`config.mk`:
```
export PLATFORM = sky130hd
export DESIGN_NAME = fp_round_stage
export DESIGN_NICKNAME = d
export VERILOG_FILES = /design/src/rtl/fp_pkg.sv /design/src/rtl/fp_round_inc.sv /design/src/rtl/fp_round_stage.sv
export SDC_FILE = /design/constraint.sdc
export NUM_CORES = 1
export LEC_CHECK = 0
export CORE_ASPECT_RATIO = 0.5
export CORE_MARGIN = 1.5
export CORE_UTILIZATION = 40
export DETAILED_ROUTE_END_ITERATION = 16
export PLACE_DENSITY = 0.78
export SLEW_MARGIN = 0
export SYNTH_ARGS = -nofsm -noshare
export SYNTH_HDL_FRONTEND = slang
export SYNTH_HIERARCHICAL = 1
export SYNTH_SLANG_ARGS = --single-unit
```
`constraint.sdc`:
```
create_clock -name clk_i -period 3.4 [get_ports clk_i]
set_clock_uncertainty 0.1 [all_clocks]
set_input_delay 0.68 -clock clk_i [delete_from_list [all_inputs] [get_ports clk_i]]
set_output_delay 0.68 -clock clk_i [all_outputs]
set_load 0.05 [all_outputs]
```
`src/rtl/fp_pkg.sv`:
```
// Shared FPU types: formats, rounding modes, the unrounded result bundle and flag layout.
package fp_pkg;

    localparam int unsigned FLEN       = 64;
    localparam int unsigned GUARD_BITS = 2;

    typedef enum logic [1:0] {
        FP32    = 2'd0,
        FP64    = 2'd1,
        FP16    = 2'd2,
        FP16ALT = 2'd3
    } fp_format_e;

    typedef enum logic [2:0] {
        RNE = 3'b000,
        RTZ = 3'b001,
        RDN = 3'b010,
        RUP = 3'b011,
        RMM = 3'b100,
        DYN = 3'b111
    } roundmode_e;

    typedef struct packed {
        logic        sign;
        logic [7:0]  exponent;
        logic [22:0] mantissa;
    } fp_encoding_t;

    // u_result is FLEN wide so one bundle type serves every format; narrow formats use the low bits.
    typedef struct packed {
        logic [FLEN-1:0]       u_result;
        logic [GUARD_BITS-1:0] rs;
        logic                  round_en;
        logic                  invalid;
        logic [1:0]            exp_cout;
    } uround_res_t;

    typedef struct packed {
        logic nv;
        logic dz;
        logic of;
        logic uf;
        logic nx;
    } fflags_t;

    function automatic int unsigned exp_bits(fp_format_e fmt);
        case (fmt)
            FP64:    return 11;
            FP16:    return 5;
            default: return 8;
        endcase
    endfunction

    function automatic int unsigned man_bits(fp_format_e fmt);
        case (fmt)
            FP64:    return 52;
            FP16:    return 10;
            FP16ALT: return 7;
            default: return 23;
        endcase
    endfunction

    function automatic int unsigned fp_width(fp_format_e fmt);
        return 1 + exp_bits(fmt) + man_bits(fmt);
    endfunction

endpackage

```
`src/rtl/fp_round_inc.sv`:
```
// Rounding increment decision from mode, sign, lsb and the round/sticky bits.
module fp_round_inc
    import fp_pkg::*;
(
    input  roundmode_e mode,
    input  logic       sign,
    input  logic       lsb,
    input  logic       round_bit,
    input  logic       sticky_bit,
    output logic       inc
);

    // Unlisted encodings (including DYN) fall back to round-to-nearest-even.
    always_comb begin
        inc = 1'b0;
        case (mode)
            RTZ:     inc = 1'b0;
            RDN:     inc = sign & (round_bit | sticky_bit);
            RUP:     inc = ~sign & (round_bit | sticky_bit);
            RMM:     inc = round_bit;
            default: inc = round_bit & (sticky_bit | lsb);
        endcase
    end

endmodule

```
`src/rtl/fp_round_stage.sv`:
```
// Two-stage valid/ready rounding and packing stage: increment decision, carry/overflow resolution, flags.
module fp_round_stage
    import fp_pkg::*;
#(
    parameter fp_format_e FP_FORMAT = FP32,
    localparam int unsigned FP_WIDTH   = fp_width(FP_FORMAT),
    localparam int unsigned EXP_WIDTH  = exp_bits(FP_FORMAT),
    localparam int unsigned MANT_WIDTH = man_bits(FP_FORMAT)
) (
    input  logic                clk_i,
    input  logic                reset_i,
    input  logic                flush_i,
    input  logic                in_valid_i,
    output logic                in_ready_o,
    input  uround_res_t         urnd_i,
    input  roundmode_e          rnd_i,
    output logic                out_valid_o,
    input  logic                out_ready_i,
    output logic [FP_WIDTH-1:0] result_o,
    output logic [4:0]          fflags_o
);

    localparam int unsigned EM_WIDTH = EXP_WIDTH + MANT_WIDTH;

    logic                s1_valid;
    logic                s2_valid;
    logic                s1_adv;
    logic                s2_adv;
    logic                s1_load;

    logic [FP_WIDTH-1:0] s1_res;
    logic                s1_inc;
    logic                s1_round_en;
    logic                s1_invalid;
    logic                s1_ovf_in;
    logic                s1_inexact;
    roundmode_e          s1_mode;

    logic                inc_d;
    logic [FP_WIDTH-1:0] result_q;
    fflags_t             fflags_q;

    logic [EM_WIDTH-1:0] sum;
    logic                s2_sign;
    logic                ovf;
    logic                to_inf;
    logic [FP_WIDTH-1:0] rnd_result;
    fflags_t             rnd_flags;

    assign s2_adv     = ~s2_valid | out_ready_i;
    assign s1_adv     = ~s1_valid | s2_adv;
    assign in_ready_o = s1_adv;
    assign s1_load    = in_valid_i & s1_adv & ~flush_i & ~reset_i;

    assign out_valid_o = s2_valid;
    assign result_o    = result_q;
    assign fflags_o    = fflags_q;

    fp_round_inc u_round_inc (
        .mode       (rnd_i),
        .sign       (urnd_i.u_result[FP_WIDTH-1]),
        .lsb        (urnd_i.u_result[0]),
        .round_bit  (urnd_i.rs[1]),
        .sticky_bit (urnd_i.rs[0]),
        .inc        (inc_d)
    );

    // Bits of the shared bundle that this format never looks at.
    if (FP_WIDTH < FLEN) begin : g_upper
        logic unused_upper;
        assign unused_upper = ^urnd_i.u_result[FLEN-1:FP_WIDTH];
    end
    logic unused_cout;
    assign unused_cout = urnd_i.exp_cout[0];

    always_ff @(posedge clk_i) begin
        if (s1_load) begin
            s1_res      <= urnd_i.u_result[FP_WIDTH-1:0];
            s1_inc      <= inc_d;
            s1_round_en <= urnd_i.round_en;
            s1_invalid  <= urnd_i.invalid;
            s1_ovf_in   <= urnd_i.exp_cout[1];
            s1_inexact  <= |urnd_i.rs;
            s1_mode     <= rnd_i;
        end
    end

    // Mantissa carry ripples into the exponent, so subnormal promotion needs no special case.
    always_comb begin
        s2_sign    = s1_res[FP_WIDTH-1];
        sum        = s1_res[EM_WIDTH-1:0] + {{(EM_WIDTH-1){1'b0}}, s1_inc};
        ovf        = (&sum[EM_WIDTH-1:MANT_WIDTH]) | s1_ovf_in;
        to_inf     = 1'b1;
        rnd_result = '0;
        rnd_flags  = '0;
        case (s1_mode)
            RTZ:     to_inf = 1'b0;
            RDN:     to_inf = s2_sign;
            RUP:     to_inf = ~s2_sign;
            default: to_inf = 1'b1;
        endcase
        if (!s1_round_en) begin
            rnd_result   = s1_res;
            rnd_flags.nv = s1_invalid;
        end else begin
            if (ovf && to_inf) begin
                rnd_result = {s2_sign, {EXP_WIDTH{1'b1}}, {MANT_WIDTH{1'b0}}};
            end else if (ovf) begin
                rnd_result = {s2_sign, {(EXP_WIDTH-1){1'b1}}, 1'b0, {MANT_WIDTH{1'b1}}};
            end else begin
                rnd_result = {s2_sign, sum};
            end
            rnd_flags.nv = s1_invalid;
            rnd_flags.of = ovf;
            rnd_flags.nx = s1_inexact | ovf;
            rnd_flags.uf = (s1_inexact | ovf) & ~(|rnd_result[FP_WIDTH-2:MANT_WIDTH]);
        end
    end

    // Flush only drops valids; the data registers keep their last contents.
    always_ff @(posedge clk_i) begin
        if (reset_i) begin
            s1_valid <= 1'b0;
            s2_valid <= 1'b0;
            result_q <= '0;
            fflags_q <= '0;
        end else if (flush_i) begin
            s1_valid <= 1'b0;
            s2_valid <= 1'b0;
        end else begin
            if (s1_adv) begin
                s1_valid <= in_valid_i;
            end
            if (s2_adv) begin
                s2_valid <= s1_valid;
            end
            if (s2_adv && s1_valid) begin
                result_q <= rnd_result;
                fflags_q <= rnd_flags;
            end
        end
    end

endmodule

```
==> key figures, run 1 <==
Synthesis
  – #FFs+latches synth: 78
  – Register area share after synthesis: 52.1%
  – Syn avg cell area: 10.3 um2
  – Post-synth ARST share: 0%
  – Mapped Cells: 366
  – Synthesized area: 3760 um2
  – Mapped Nets: 446
  – Post-synth EDFFs: 40
  – Yosys cell types: 59
  – Synth Warn #: 6
  – Synth Flop Type: edfxtp_1

Critical path
  – Crit path DAT: 3270 ps
  – Most frequent CP cell: ha_1
  – Crit start category: flip-flop
  – Critical path's top delay family: simple AND/OR/NAND/NOR gates
  – Crit path max fanout: 9
  – Crit. End Element: flip-flop
  – CP required: 3510 ps
  – Crit path max-delay cell type: or4_4
  – Number of cells on the critical path: 10
  – WP buf/inv: 0
  – Worst-path cell chain: ha_1 > ha_1 > nand3_1 > or4_4 > nor4_2 > a31oi_1 > a211oi_2 > nor2_1 > o21ai_4 > o22ai_1
  – Reg2Reg Depth: 10
  – Worst path max stage delay: 550 ps
  – Kind of critical path: flip-flop to flip-flop
  – Flop-to-flop setup slack: 240 ps

Power and ir drop
  – Power density over cell area: 447 nW/um2
  – Total power: 2.26 mW
  – Leakage power: 1.67 nW
  – Peak VDD IR: 0.000229 V

CTS
  – Root Buffer: clkbuf_16
  – Setup Fix Bufs, Post-CTS: 0
  – Clock Path Buffers: 2
  – CTS Buf Count: 9
  – Clock latency on the worst-skew pair: 340 ps
  – CTS tree: yes
  – CTS H-tree lvls: 3
  – Worst-path clk slew: 60 ps
  – Num Clock Sinks: 78

Floorplanning
  – Initial Util: 42.2%
  – Core ar.: 8920 um2
  – Die H: 71.6 um
  – Die ar.: 10,000 um2
  – Die W: 140 um
  – Row count: 24
  – IO Pins: 117

Drt
  – Final WL: 9.72 mm
  – DRC Markers: 0
  – Pre-antenna DRT Iters: 5
  – Number of vias per cell: 5.57
  – Routed WL per cell: 16.9 um
  – Final ANT Viol Nets: 0
  – Via count: 3,202
  – Iteration-0 DRC Markers: 380

STA
  – Slew headroom: 50.2%
  – Final setup TNS: 0 ps
  – Max Fclk: 317 MHz
  – Setup violators final: 0
  – Max-slew violation count: 0
  – Final Cycle Share: 92.8%
  – Setup ws final: 245 ps
  – Tmin final: 3160 ps
  – Final Hold Violating Endpoints: 0
  – Measured slew at the worst slew-check pin: 747 ps
  – Fin Hold WS: 346 ps

GRT
  – GRT overflow: 0
  – GRT Util Overall: 19.8%
  – Largest net degree at the start of global routing: 24
  – First-pass GRT wire length: 15.1 mm
  – Vias in the first global route: 2,981
  – Initial antenna violation count: 0

Layout
  – Cell area after layout: 5050 um2
  – Share of post-route cells with drive strength above 1: 11.1%
  – Final Util: 56.7%
  – Area grow syn2layout: 34.3%
  – Finished Layout Cells: 575
  – ANT cells: 0
  – Layout net count: 533

Placement
  – Placed Area: 4750 um2
  – Dpl hpwl: 6.96 mm
  – Worst slack, placed: 225 ps
  – IO Port Bufs: 82
  – Placer's final routability congestion estimate: 0.880
  – DP Cell Count: 559

Hold path
  – Hold WC Path Type: flip-flop to flip-flop
  – Hold path depth: 2

Flow run
  – Max_cap viols: 0

Run status
  – Outcome: complete, no violations
## state kept, by name, indices dropped and copies added, names as in the netlist
name         cells
s1_mode          3
s1_inexact       1
out_valid_o      1
s1_valid         1
s1_ovf_in        1
s1_round_en      1
result_o        32
s1_invalid       1
s1_inc           1
fflags_o         4
s1_res          32
## synth_stat cells, types with 2 or more instances
cell type	count	area share [%]
o21a_1	2	0.40
nor3b_1	5	1.0
xor2_1	5	1.2
nand2_1	34	3.4
nor2_1	36	3.6
nor2b_1	8	1.3
o22ai_1	3	0.50
buf_4	2	0.40
inv_1	2	0.20
ha_1	2	0.66
nor4b_1	2	0.47
or2_2	3	0.50
o211ai_1	6	1.2
a21o_1	2	0.40
and2_1	2	0.33
edfxtp_1	40	32
nand3_1	15	2.0
nor4_1	4	0.66
o31ai_1	3	0.60
a211oi_2	10	3.3
and4_1	2	0.47
nand2b_1	3	0.50
buf_2	3	0.40
dfxtp_1	38	20
o21ai_0	17	2.3
a22o_1	2	0.47
nor3_1	7	0.93
a22oi_1	11	2.2
a21oi_1	19	2.5
buf_6	2	0.60
and3_1	7	1.2
xnor2_1	18	4.2
clkbuf_1	12	1.2
nand4_1	12	2.0
a31oi_1	3	0.50
## cell families (layout without fill, tap and decap cells)
logic type,after synthesis,after routing,share of synthesized area [%]
AO/OA/AOI/OAI,90,90,17.5
buffers and inverters,22,114,2.89
adder cells (fa/ha/maj),2,2,0.665
flip-flops,78,78,52.1
other,1,1,0.0996
XOR/XNOR,23,23,5.35
AND/OR/NAND/NOR,150,150,21.4
## metal layers
metal,GRT usage [%],wire length (um)
met4,6.55,119
met1,26.9,4540
met2,30.0,4250
met5,0,0
met3,6.42,808
## where the power goes
part           switching, mW  total (mW)  leakage [nW]  internal, mW
clock                  0.386       0.956         0.141         0.570
combinational          0.126       0.234         0.855         0.108
sequential            0.0411        1.07         0.676          1.03
total                  0.554        2.26          1.67          1.71
## layout make-up
type | count | area (um2)
repair buffers | 96 | 938
clock buffers | 9 | 225
well taps | 117 | 146
inverters | 2 | 7.51
multi-input cells | 266 | 1700
flip-flops and latches | 78 | 1960
clock inverters | 7 | 73.8
fillers | 725 | 3860
## repair_timing
item,in CTS,in global routing
setup endpoints to repair,0,9
hold buffers,0,0
resized for setup,0,1
## layout by cell type (no fill, tap or decap), types with 3 or more instances in the layout
cell type,Yosys,layout
a211oi_2,10,10
a21oi_1,19,19
a22oi_1,11,11
a31oi_1,3,3
and3_1,7,6
buf_4,2,13
clkbuf_16,0,9
clkdlybuf4s50_1,0,82
dfxtp_1,38,38
edfxtp_1,40,40
nand2_1,34,34
nand2b_1,3,3
nand3_1,15,15
nand4_1,12,12
nor2_1,36,36
nor2b_1,8,8
nor3_1,7,7
nor3b_1,5,5
nor4_1,4,4
o211ai_1,6,6
o21ai_0,17,17
o22ai_1,3,3
o31ai_1,3,3
or2_2,3,3
xnor2_1,18,18
xor2_1,5,5
## worst register-to-register path, stage by stage, from the launching register on
cell and delay, ps:
edfxtp_1 360, ha_1 220, ha_1 240, nand3_1 200, or4_4 550, nor4_2 260
a31oi_1 90, a211oi_2 300, nor2_1 200, o21ai_4 370, o22ai_1 150
## path summary, 6_finish.rpt
kind                             startpoint            to
worst max-delay path              s1_res[0]  result_o[17]
worst min-delay path            fflags_o[0]   fflags_o[0]
worst max register to register    s1_res[0]  result_o[17]
worst min register to register  fflags_o[0]   fflags_o[0]
Power figures use the tool's default switching activity.
==> run 2, diff against run 1 <==
CTS_CLUSTER_SIZE = 10   (was default)
PLACE_DENSITY = 0.81   (was 0.78)
clock period = 2.6 ns   (was 3.4 ns; I/O delays follow)
==> key figures, run 2 (synthesized netlist as in run 1, its figures left out) <==
Drt
  – Pre-antenna DRT Iters: 5
  – Final ANT Viol Nets: 0
  – Routed WL per cell: 18.0 um
  – Number of vias per cell: 5.69
  – Iteration-0 DRC Markers: 445
  – Via count: 3,567
  – DRC Markers: 0
  – Final WL: 11.3 mm

Layout
  – Register area: 1960 um2
  – Layout net count: 585
  – Finished Layout Cells: 627
  – Cell area after layout: 5670 um2
  – Commonest non-fill, non-tap cell in the layout: clkdlybuf4s50_1
  – Area grow syn2layout: 50.6%
  – Filler Cells Inserted: 640
  – Final Util: 63.5%
  – Area of the multi-input gates: 1910 um2
  – Commonest cells after routing, fill and taps aside: 81 x clkdlybuf4s50_1, 56 x buf_4, 40 x edfxtp_1, 38 x dfxtp_1, 34 x nor2_1
  – ANT cells: 0
  – Share of post-route cells with drive strength above 1: 26.5%

Floorplanning
  – Die H: 71.6 um
  – Die ar.: 10,000 um2
  – Die W: 140 um
  – Core ar.: 8920 um2
  – Row count: 24
  – Initial Util: 42.2%
  – IO Pins: 117

GRT
  – First-pass GRT wire length: 17.2 mm
  – Vias in the first global route: 3,477
  – M2 GR Usage: 35.3%
  – GRT busiest layer: met2
  – GRT overflow: 0
  – Initial antenna violation count: 0
  – Met3 Use GR: 7.49%
  – Largest net degree at the start of global routing: 41
  – GRT Util Overall: 22.4%
  – Met1 GRT Util: 28.9%

Critical path
  – CP required: 2720 ps
  – Crit path DAT: 2910 ps
  – Crit. End Element: flip-flop
  – Crit start category: flip-flop
  – Crit path max fanout: 5
  – Kind of critical path: flip-flop to flip-flop

STA
  – Max Fclk: 358 MHz
  – Setup violators final: 25
  – Setup ws final: -191 ps
  – Tmin final: 2790 ps
  – Slew headroom: 42.2%
  – Final Hold Violating Endpoints: 0
  – Final setup TNS: -3000 ps
  – RSZ-0062 raised after global routing: true
  – Max-slew violation count: 0
  – Fin Hold WS: 352 ps
  – Final Cycle Share: 107%
  – Measured slew at the worst slew-check pin: 858 ps

CTS
  – CTS H-tree lvls: 3
  – Clock Path Buffers: 2
  – CTS Buf Count: 9
  – Worst-path clk slew: 60 ps
  – CTS tree: yes
  – Root Buffer: clkbuf_16
  – Clock latency on the worst-skew pair: 350 ps
  – Num Clock Sinks: 78

Placement
  – DP Cell Count: 600
  – Dpl hpwl: 7.46 mm
  – Placer's final routability congestion estimate: 0.860
  – Worst slack, placed: -79.9 ps
  – IO Port Bufs: 82
  – Placed Area: 5110 um2

Power and ir drop
  – Peak VDD IR: 0.000313 V
  – Total power: 2.91 mW
  – Leakage power: 1.97 nW
  – Power density over cell area: 514 nW/um2

Run status
  – Outcome: complete, but fails checks
  – Violated checks: setup timing

Hold path
  – Hold WC Path Type: flip-flop to flip-flop

Flow run
  – Max_cap viols: 0
[run 2: changes by cell type in the layout (fill, tap and decap cells not counted), moves of 4 or more]
cell / before / now
o21ai_0: 17 / 9
o21ai_2: 0 / 8
nand2_2: 0 / 4
buf_6: 0 / 8
nand2_1: 34 / 30
buf_4: 13 / 56
[run 2: repair_timing]
item                                   in CTS  in global routing
gates resized for setup                    28                 23
pin swaps                                  26                 16
setup endpoints to repair                  25                 26
endpoints found under the hold margin       0                  0
hold buffers                                0                  0
setup buffers                               8                  3
[run 2: critical path, cell delays in order, from the launching register on]
cell and delay (ps):
edfxtp_1 390, ha_4 170, buf_6 90, nand4_1 220, nor4_4 260, buf_4 190, and2b_1 160, a31oi_2 100
a211oi_2 280, buf_4 180, nor2_4 50, o21ai_2 230, buf_6 170, o22ai_4 70
[run 2: path summary, 6_finish.rpt]
check	start	endpoint	slack (ps)	cells after the start
max	s1_inc	result_o[6]	-190	13
min	fflags_o[0]	fflags_o[0]	350	2
max reg2reg	s1_inc	result_o[6]	-190	13
min reg2reg	fflags_o[0]	fflags_o[0]	350	2
[run 2: layout make-up]
class,count,share of cell area (%)
inverters,2,0.132
multi-input cells,266,33.6
repair buffers,148,24.3
well taps,117,2.58
clock inverters,6,0.707
clock buffers,10,4.04
flip-flops and latches,78,34.6
[run 2: where the power goes]
part / switching [mW] / total [mW] / internal (mW)
Sequential: 0.0428 / 1.39 / 1.34
Clock: 0.502 / 1.15 / 0.644
Combinational: 0.203 / 0.383 / 0.180
Total: 0.747 / 2.91 / 2.17
[run 2: routing by layer]
metal | vias up | part of all wire (%)
met3 | 31 | 9.5
met1 | 1719 | 42
met5 | - | 0
li1 | 1638 | -
met2 | 179 | 46
met4 | 0 | 2.6
